==> config.mk <==
export PLATFORM = sky130hd
export DESIGN_NAME = fifo_burst_reader
export DESIGN_NICKNAME = d
export VERILOG_FILES = /design/src/rtl/fifo_rd_pkg.sv /design/src/rtl/fifo_skid_buf.sv /design/src/rtl/fifo_burst_reader.sv
export SDC_FILE = /design/constraint.sdc
export NUM_CORES = 1
export LEC_CHECK = 0
export BUFFER_PORTS_ARGS = -buffer_cell sky130_fd_sc_hd__clkbuf_2
export CAP_MARGIN = 20
export CELL_PAD_IN_SITES_DETAIL_PLACEMENT = 1
export CELL_PAD_IN_SITES_GLOBAL_PLACEMENT = 2
export CORE_MARGIN = 4
export CORE_UTILIZATION = 32
export CTS_CLUSTER_DIAMETER = 120
export CTS_CLUSTER_SIZE = 25
export DETAILED_ROUTE_END_ITERATION = 12
export PLACE_DENSITY_LB_ADDON = 0.1
export SLEW_MARGIN = 20
export SYNTH_ARGS = -nofsm -noshare
export SYNTH_HDL_FRONTEND = slang
export SYNTH_SLANG_ARGS = --single-unit
==> constraint.sdc <==
create_clock -name read_clk -period 5.7 [get_ports read_clk]
set_input_delay 0 -clock read_clk [delete_from_list [all_inputs] [get_ports read_clk]]
set_output_delay 0 -clock read_clk [all_outputs]
set_load 0.02 [all_outputs]
==> src/rtl/fifo_rd_pkg.sv <==
// Shared definitions for the FIFO burst reader.
//   state_e     : burst FSM states (IDLE, RUN, DRAIN, DONE)
//   SKID_DEPTH  : entries in the skid buffer behind the FIFO read port
//   SKID_CNT_W  : width of an occupancy count 0..SKID_DEPTH
//   SKID_PTR_W  : width of a skid buffer slot pointer
//   skid_ptr_next() : wrapping pointer increment
package fifo_rd_pkg;

  typedef enum logic [1:0] {
    IDLE  = 2'd0,
    RUN   = 2'd1,
    DRAIN = 2'd2,
    DONE  = 2'd3
  } state_e;

  localparam int SKID_DEPTH = 2;
  localparam int SKID_CNT_W = $clog2(SKID_DEPTH + 1);
  localparam int SKID_PTR_W = (SKID_DEPTH > 1) ? $clog2(SKID_DEPTH) : 1;

  function automatic logic [SKID_PTR_W-1:0] skid_ptr_next(input logic [SKID_PTR_W-1:0] p);
    return (p == SKID_PTR_W'(SKID_DEPTH - 1)) ? '0 : p + SKID_PTR_W'(1);
  endfunction

endpackage

==> src/rtl/fifo_skid_buf.sv <==
// Small skid buffer holding bytes returned by the FIFO until the downstream
// stream accepts them. Each entry carries the data byte and its last flag.
// Ports:
//   clk_i, rst_ni            : clock, asynchronous active-low reset
//   push_i, push_data_i,
//   push_last_i              : write one entry (ignored when full and not popping)
//   pop_i                    : remove the head entry (ignored when empty)
//   flush_i                  : discard all entries; overrides push/pop
//   head_data_o, head_last_o : oldest entry (meaningful only when count_o != 0)
//   count_o                  : current occupancy
module fifo_skid_buf
  import fifo_rd_pkg::*;
#(
  parameter int DATA_W = 8
) (
  input  logic                  clk_i,
  input  logic                  rst_ni,
  input  logic                  push_i,
  input  logic [DATA_W-1:0]     push_data_i,
  input  logic                  push_last_i,
  input  logic                  pop_i,
  input  logic                  flush_i,
  output logic [DATA_W-1:0]     head_data_o,
  output logic                  head_last_o,
  output logic [SKID_CNT_W-1:0] count_o
);

  logic [DATA_W-1:0]     data_q [SKID_DEPTH];
  logic                  last_q [SKID_DEPTH];
  logic [SKID_PTR_W-1:0] wr_ptr_q, wr_ptr_d;
  logic [SKID_PTR_W-1:0] rd_ptr_q, rd_ptr_d;
  logic [SKID_CNT_W-1:0] count_q, count_d;
  logic                  do_push, do_pop;

  // A full buffer still accepts a push when the head leaves in the same cycle.
  assign do_pop  = pop_i && (count_q != '0);
  assign do_push = push_i && ((count_q != SKID_CNT_W'(SKID_DEPTH)) || do_pop);

  always_comb begin
    wr_ptr_d = wr_ptr_q;
    rd_ptr_d = rd_ptr_q;
    count_d  = count_q;
    if (flush_i) begin
      wr_ptr_d = '0;
      rd_ptr_d = '0;
      count_d  = '0;
    end else begin
      if (do_push) wr_ptr_d = skid_ptr_next(wr_ptr_q);
      if (do_pop)  rd_ptr_d = skid_ptr_next(rd_ptr_q);
      case ({do_push, do_pop})
        2'b10:   count_d = count_q + SKID_CNT_W'(1);
        2'b01:   count_d = count_q - SKID_CNT_W'(1);
        default: count_d = count_q;
      endcase
    end
  end

  always_ff @(posedge clk_i or negedge rst_ni) begin
    if (!rst_ni) begin
      for (int i = 0; i < SKID_DEPTH; i++) begin
        data_q[i] <= '0;
        last_q[i] <= 1'b0;
      end
      wr_ptr_q <= '0;
      rd_ptr_q <= '0;
      count_q  <= '0;
    end else begin
      if (do_push && !flush_i) begin
        data_q[wr_ptr_q] <= push_data_i;
        last_q[wr_ptr_q] <= push_last_i;
      end
      wr_ptr_q <= wr_ptr_d;
      rd_ptr_q <= rd_ptr_d;
      count_q  <= count_d;
    end
  end

  assign head_data_o = data_q[rd_ptr_q];
  assign head_last_o = last_q[rd_ptr_q];
  assign count_o     = count_q;

endmodule

==> src/rtl/fifo_burst_reader.sv <==
// Read-side burst consumer for an asynchronous FIFO (read_clk domain).
// On a start pulse it pulls exactly burst_len bytes from the FIFO, hides the
// FIFO's one-cycle read latency behind a two-entry skid buffer and forwards the
// bytes on a valid/ready stream, flagging the final byte with out_last.
// Ports:
//   read_clk, reset          : clock, asynchronous active-low reset
//   start, burst_len         : burst request (sampled in IDLE only)
//   abort                    : terminate the running burst
//   fifo_empty, fifo_data    : FIFO status and read data (1-cycle latency)
//   fifo_rd_en               : FIFO read enable
//   out_valid/out_ready/
//   out_data/out_last        : downstream byte stream
//   busy, done               : activity flag, 1-cycle completion pulse
//   xfer_count               : bytes accepted downstream in current/last burst
//   dbg_state                : current FSM state, for observation only
//
// Stream handshake: a byte transfers on every rising edge where out_valid and
// out_ready are both high. Once out_valid is raised, out_valid, out_data and
// out_last stay unchanged until that transfer happens (abort excepted).
module fifo_burst_reader
  import fifo_rd_pkg::*;
#(
  parameter int DATA_W = 8,
  parameter int LEN_W  = 8
) (
  input  logic              read_clk,
  input  logic              reset,
  input  logic              start,
  input  logic [LEN_W-1:0]  burst_len,
  input  logic              abort,
  input  logic              fifo_empty,
  input  logic [DATA_W-1:0] fifo_data,
  output logic              fifo_rd_en,
  output logic              out_valid,
  input  logic              out_ready,
  output logic [DATA_W-1:0] out_data,
  output logic              out_last,
  output logic              busy,
  output logic              done,
  output logic [LEN_W-1:0]  xfer_count,
  output state_e            dbg_state
);

  state_e                state_q, state_d;
  logic [LEN_W-1:0]      len_q, len_d;
  logic [LEN_W-1:0]      issued_q, issued_d;
  logic [LEN_W-1:0]      xfer_q, xfer_d;
  logic                  inflight_q, inflight_d;
  logic                  inflight_last_q, inflight_last_d;

  logic [SKID_CNT_W-1:0] skid_count;
  logic [DATA_W-1:0]     head_data;
  logic                  head_last;
  logic                  pop, push, flush;
  logic [LEN_W-1:0]      issued_inc;
  logic [2:0]            occ_sum;
  logic [2:0]            occ_limit;

  assign out_valid  = (skid_count != '0);
  assign pop        = out_valid && out_ready;
  assign flush      = abort && ((state_q == RUN) || (state_q == DRAIN));
  // The byte read last cycle lands in the buffer now unless abort discards it.
  assign push       = inflight_q && !flush;
  assign issued_inc = issued_q + LEN_W'(1);

  // Bytes held plus the byte still on its way from the FIFO must fit in the
  // buffer by the time the new read returns. A byte leaving this cycle frees
  // a slot, which keeps one read per cycle going under steady out_ready.
  assign occ_sum   = 3'(skid_count) + 3'(inflight_q);
  assign occ_limit = 3'(SKID_DEPTH) + 3'(pop);

  assign fifo_rd_en = (state_q == RUN) && (issued_q < len_q) && !fifo_empty &&
                      (occ_sum < occ_limit);

  assign out_data   = head_data;
  assign out_last   = out_valid && head_last;
  assign busy       = (state_q != IDLE);
  assign done       = (state_q == DONE);
  assign xfer_count = xfer_q;
  assign dbg_state  = state_q;

  always_comb begin
    state_d         = state_q;
    len_d           = len_q;
    issued_d        = issued_q;
    xfer_d          = xfer_q;
    inflight_d      = fifo_rd_en && !flush;
    inflight_last_d = (issued_inc == len_q);

    if (pop) xfer_d = xfer_q + LEN_W'(1);

    case (state_q)
      IDLE: begin
        if (start && !abort) begin
          issued_d = '0;
          xfer_d   = '0;
          if (burst_len == '0) begin
            state_d = DONE;
          end else begin
            state_d = RUN;
            len_d   = burst_len;
          end
        end
      end
      RUN: begin
        if (abort) begin
          state_d = DONE;
        end else if (fifo_rd_en) begin
          issued_d = issued_inc;
          if (issued_inc == len_q) state_d = DRAIN;
        end
      end
      DRAIN: begin
        if (abort) state_d = DONE;
        else if (pop && out_last) state_d = DONE;
      end
      DONE: begin
        state_d = IDLE;
      end
      default: begin
        state_d = IDLE;
      end
    endcase
  end

  always_ff @(posedge read_clk or negedge reset) begin
    if (!reset) begin
      state_q         <= IDLE;
      len_q           <= '0;
      issued_q        <= '0;
      xfer_q          <= '0;
      inflight_q      <= 1'b0;
      inflight_last_q <= 1'b0;
    end else begin
      state_q         <= state_d;
      len_q           <= len_d;
      issued_q        <= issued_d;
      xfer_q          <= xfer_d;
      inflight_q      <= inflight_d;
      inflight_last_q <= inflight_last_d;
    end
  end

  fifo_skid_buf #(
    .DATA_W (DATA_W)
  ) u_skid (
    .clk_i       (read_clk),
    .rst_ni      (reset),
    .push_i      (push),
    .push_data_i (fifo_data),
    .push_last_i (inflight_last_q),
    .pop_i       (pop),
    .flush_i     (flush),
    .head_data_o (head_data),
    .head_last_o (head_last),
    .count_o     (skid_count)
  );

endmodule

## Word-level counts from Yosys, hierarchy flattened

Cells that the tools add are included.

- Add/sub/neg operators: 8
- Equal/unequal tests: 13
- Reductions and logical operators: 30
- Magnitude comparators: 5
- Bitwise logic cells: 3
- Multiplexer cells: 35

Operators by type and width:

| operator | number |
|---|---|
| two-way mux 8 bit | 10 |
| adder 8 x 1 -> 8 bit, second input constant | 2 |
| bitwise mux 16 bit | 1 |
| two-way mux 2 bit | 8 |
| one-hot mux 8 bit (2 select lines) | 1 |
| logical AND 1 bit | 14 |
| two-way mux 1 bit | 10 |
| nonzero test 2 bit | 5 |
| demux 8 bit (select 1 bit) | 1 |
| == test 8 bit | 1 |
| zero test 8 bit | 1 |
| less-than comparator 8 bit | 1 |
| inequality test 2 bit, second input constant | 4 |
| one-hot mux 2 bit (4 select lines) | 1 |
| AND reduction 4 bit | 2 |
| == test 2 bit, second input constant | 3 |
| inequality test 3 bit, second input constant | 2 |
| == test 2 x 1 -> 1 bit, second input constant | 2 |
| greater-or-equal comparator 2 bit, second input constant | 2 |
| inverter 1 -> 2 bit | 2 |
| one-hot mux 2 bit (2 select lines) | 1 |
| adder 2 x 1 -> 3 bit | 1 |
| adder 2 x 1 -> 3 bit, first input constant | 1 |
| zero test 1 bit | 3 |
| other kinds (13) | 15 |

- Flip-flop bits (word level): 50
- Output and inout port bits: 23

## Logic depth before layout (Yosys ltp)

- Depth in word-level cells: 9
- Gate-level depth with buffers: 9

## Hierarchy

From an unflattened synthesis, not the netlist that was laid out.

- Cells, all modules: 272
- Area total of the unflattened synthesis: 2,867.8 sq um

By module, submodules not included:

| module | times used | cells each | seq. area each (sq um) | area each (sq um) |
|---|---|---|---|---|
| fifo_burst_reader | 1 | 199 | 700.7 | 1,826.8 |
| fifo_skid_buf | 1 | 73 | 550.5 | 1,041.0 |

## Least setup slack after synthesis

Ideal clock, no wire load.

- Path kind: register to register
- Start: register state_q[1], in the netlist dbg_state[1]
- End: register issued_q[0]
- Path slack: 3.430 ns
- Cell stages (with the launch flop): 9
- Arrival time: 2.146 ns
- Period minus slack after synthesis: 2.270 ns
- Required time: 5.575 ns
- Path through: dfrtp_1 inv_1 ha_1 nor4b_1 nand3_1 nor3_2 buf_2 nor2_1 mux2_2

- Word-level cells in the longest chain between the ends: 6
- Elaborated cells on any way between the ends: 11
- Classes of those cells: eq/ne (4); mux (1); reduce/logical (6)

Ends and longest elaborated chain:

| item | line | RTL |
|---|---|---|
| start, declared | fifo_burst_reader.sv:44 | `state_e state_q, state_d;` |
| start signal, assigned | fifo_burst_reader.sv:135 | `state_q <= state_d;` |
| == test 2 x 1 -> 1 bit | fifo_burst_reader.sv:72, fifo_burst_reader.sv:92 |  |
| logical AND 1 bit (3 in a row) | fifo_burst_reader.sv:72 | `assign fifo_rd_en = (state_q == RUN) && (issued_q < len_q) && !fifo_empty &&` |
| inequality test 2 bit (no line) | n/a |  |
| AND reduction 4 bit (no line) | n/a |  |
| end signal, assigned | fifo_burst_reader.sv:137 | `issued_q <= issued_d;` |
| end, declared | fifo_burst_reader.sv:46 | `logic [LEN_W-1:0] issued_q, issued_d;` |

Parallel ways exist; a longest one is shown, timed or not.
A chain may end at the register's enable or synchronous reset.

## Worst setup path after layout

- Start: register state_q[1], in the netlist dbg_state[1]
- End: register issued_q[7]

Same word-level chain as after synthesis.

==> flow_metrics.py <==
metrics = {
    "global_route": {
        "grt_usage": 0.150,
        "grt_overflow_total": 0,
        "grt_pass1_wl_um": 12500,
        "grt_pass1_vias": 2494,
        "grt_max_degree": 51,
        "antenna_found_initial": 0,
    },
    "worst_setup_path": {
        "critPathTopFamily": "simple AND/OR/NAND/NOR gates",
        "required_ns": 5.93,
        "crit_type": "flip-flop to flip-flop",
        "path_cells": "inv_1 -> ha_1 -> nor4b_1 -> nand3_1 -> nor3_2 -> mux2_2 -> mux2i_1",
        "path_max_fanout": 16,
        "critPathMaxStageDelay_ns": 0.85,
        "cp-start-kind": "flip-flop",
        "end_kind": "flip-flop",
        "crit_buf_inv": 1,
        "cpMaxStageDelayCell": "nor3_2",
        "worstPathArrival_ns": 3.04,
    },
    "clock_network": {
        "post_cts_resized": 0,
        "clk-insertion-delay-late_ns": 0.30,
        "cts-root-buf": "clkbuf_8",
        "cts.path.max_buffers": 2,
        "numCtsBuffers": 5,
        "cts_tree": "yes",
        "htree_num_levels": 2,
        "clk_pin_slew_worst_paths_ns": 0.10,
        "post_cts_buffers": 0,
        "cts.sinks": 50,
        "cts_hold_buf": 17,
    },
    "final_layout": {
        "ff_latch_area_mm2": 0.00125,
        "drive_above_1_share": 0.269,
        "fill_cells": 1011,
        "antenna_cells": 0,
        "multi_input_area_mm2": 0.00155,
        "area_growth_pct": 20.4,
        "nets": 391,
    },
    "logic_synthesis": {
        "yosysSeqAreaShare": 0.430,
        "synth_area_leader_cell": "dfrtp_1",
        "synth_nets": 327,
        "ys_async_sr_fraction": 1.00,
        "yosys-top-cells-area": "dfrtp_1, mux2_2, ha_1",
        "synth_top_area_frac": 0.430,
        "ys_types": 48,
        "syn_area_per_cell_um2": 10.1,
        "ys.flop_type": "dfrtp_1",
        "synth-seq-cells": 50,
        "synth_edf_count": 0,
        "synthCells": 289,
        "ys.warnings.count": 0,
        "syn_area_mm2": 0.00291,
    },
    "run": {
        "maxCapViolations": 0,
    },
    "route": {
        "met3_length_um": 255,
        "route.detailed.drc": 0,
        "wl_per_cell_um": 16.5,
        "drt_wl_total_um": 7590,
        "drt-initial-drc-count": 69,
        "vias_per_cell": 5.11,
        "firstDrtPassIters": 4,
        "met1Wirelength_um": 3820,
        "ant_nets": 0,
        "vias": 2354,
        "dr_wl_met2_um": 3460,
        "dr.max_layer_used": "met4",
    },
    "floorplan": {
        "coreArea_mm2": 0.00876,
        "die_w_um": 103,
        "ioPinCount": 45,
        "dieArea_mm2": 0.0107,
        "rows": 34,
        "start_util": 0.332,
        "dieHeight_um": 103,
    },
    "sta": {
        "setup_ws_ns": 2.88,
        "tightest_slew_ns": 1.03,
        "rsz0062_at_grt": "no",
        "fmax_mhz": 355,
        "hold_viol": 0,
        "period_needed_ns": 2.82,
        "drv_slew": 0,
        "fin_crit_sh": 0.494,
        "tns_ns": 0,
        "setup_viol": 0,
        "fin_skew_ns": 0.0103,
        "relSlewSlack": 0.308,
    },
    "power": {
        "switching_power_uw": 661,
        "powerDensity_mw_per_mm2": 443,
        "swShare": 0.427,
        "ir_drop_mv": 0.122,
        "power_frac_comb": 0.484,
        "internal-power_uw": 889,
        "power_frac_seq": 0.383,
        "leakage_nw": 1.63,
        "power_frac_clock": 0.134,
    },
    "place": {
        "pre_cts_ws_ns": 2.86,
        "gp_congestion": 0.764,
        "io_buffer_count": 44,
        "dpl.hpwl_um": 5610,
    },
    "run_status": {
        "status": "finished, final reports clean",
    },
    "worst_hold_path": {
        "min_path_type": "input pin to flip-flop",
    },
}
[metrics by stage]
stage | util | cell area (um2) | power (mW) | std cells | hold slack [ns]
2_1_floorplan | - | 2910 | 1.12 | 289 | -0.296
3_3_place_gp | 0.371 | 3250 | 1.34 | 437 | 0.176
3_5_place_dp | 0.371 | 3250 | 1.35 | 437 | 0.174
4_1_cts | 0.399 | 3500 | 1.58 | 461 | 0.104
5_1_grt | 0.399 | 3500 | 1.69 | 461 | 0.143
6_report | 0.399 | 3500 | 1.55 | 461 | 0.111
[final cells by class]
| cell class | count | share of cell area |
|---|---|---|
| clock buffers | 6 | 0.0207 |
| clock inverters | 1 | 0.00214 |
| inverters | 20 | 0.0214 |
| multi-input cells | 213 | 0.444 |
| flip-flops and latches | 50 | 0.357 |
| well taps | 108 | 0.0386 |
| repair buffers | 63 | 0.116 |
[cells in the mapped netlist, types with 3 or more instances]
| cell type | n |
|---|---|
| dfrtp_1 | 50 |
| nor4_1 | 3 |
| xnor2_1 | 5 |
| o211ai_1 | 3 |
| nand4_1 | 3 |
| inv_1 | 20 |
| nor3_1 | 7 |
| nor2_1 | 25 |
| o21ai_0 | 19 |
| nand3_1 | 10 |
| nor2b_1 | 4 |
| a21oi_1 | 7 |
| mux2i_1 | 5 |
| nand2b_1 | 3 |
| xor2_1 | 10 |
| and2_1 | 3 |
| nand2_1 | 21 |
| mux2_2 | 31 |
| buf_2 | 4 |
| o21ai_1 | 3 |
| ha_1 | 16 |
[registers in the layout (all words and copies together) (netlist names)]
signal           flops
inflight_last_q      1
dbg_state            2
inflight_q           1
u_skid.data_q       16
issued_q             8
u_skid.wr_ptr_q      1
u_skid.last_q        2
xfer_count           8
len_q                8
u_skid.count_o       2
u_skid.rd_ptr_q      1
[routing by layer]
layer / global-route usage / vias up
li1: - / 1148
met2: 0.244 / 39
met5: 0 / -
met4: 0.0299 / 0
met1: 0.211 / 1161
met3: 0.0255 / 6
[cells in the final DEF, fill, tap and decap left out, drive strengths merged, types with 4 or more instances in the layout]
master	synthesis	routed
a21oi	7	7
and2	4	4
and3	4	4
clkbuf	2	50
dfrtp	50	50
dlygate4sd3	0	17
ha	16	16
inv	20	20
mux2	31	31
mux2i	5	5
nand2	21	21
nand3	11	11
nor2	25	25
nor2b	4	4
nor3	9	9
o21ai	23	23
xnor2	5	5
xor2	10	10
[power by group through the flow]
stage | Clock, mW | Combinational (mW) | Sequential [mW]
final | 0.207 | 0.749 | 0.593
after CTS | 0.221 | 0.762 | 0.595
after detailed placement | 0 | 0.746 | 0.602
after global routing | 0.232 | 0.841 | 0.615
after floorplan | 0 | 0.541 | 0.576
after global placement | 0 | 0.742 | 0.597
[cells by family (layout without fill, tap and decap cells)]
family | after synthesis | count (layout) | synth area share
xor+xnor | 15 | 15 | 0.0452
fa+ha+maj | 16 | 16 | 0.0688
buf+inv | 26 | 90 | 0.0353
mux | 36 | 36 | 0.137
compound gates | 49 | 49 | 0.110
flops | 50 | 50 | 0.430
simple gates | 97 | 97 | 0.173
[tightest hold or removal path, cell delays in order]
cell	delay, ns
clkbuf_2	0.13
a21oi_1	0.15
a221oi_1	0.09
[final timing paths]
kind	from	end	slack [ns]	cells past startpoint
worst max-delay path	dbg_state[1]$_DFFE_PN0P_	issued_q[7]$_DFFE_PN0P_	2.88	7
worst min-delay path	out_ready	u_skid.count_o[0]$_DFFE_PN0P_	0.11	3
worst max register to register	dbg_state[1]$_DFFE_PN0P_	issued_q[7]$_DFFE_PN0P_	2.88	7
worst min register to register	u_skid.data_q[5]$_DFFE_PN0P_	u_skid.data_q[5]$_DFFE_PN0P_	0.51	1
max in group asynchronous	reset	u_skid.last_q[1]$_DFFE_PN0P_	4.91	3
min in group asynchronous	reset	u_skid.data_q[0]$_DFFE_PN0P_	0.35	3
(Power assumes the default switching activity.)
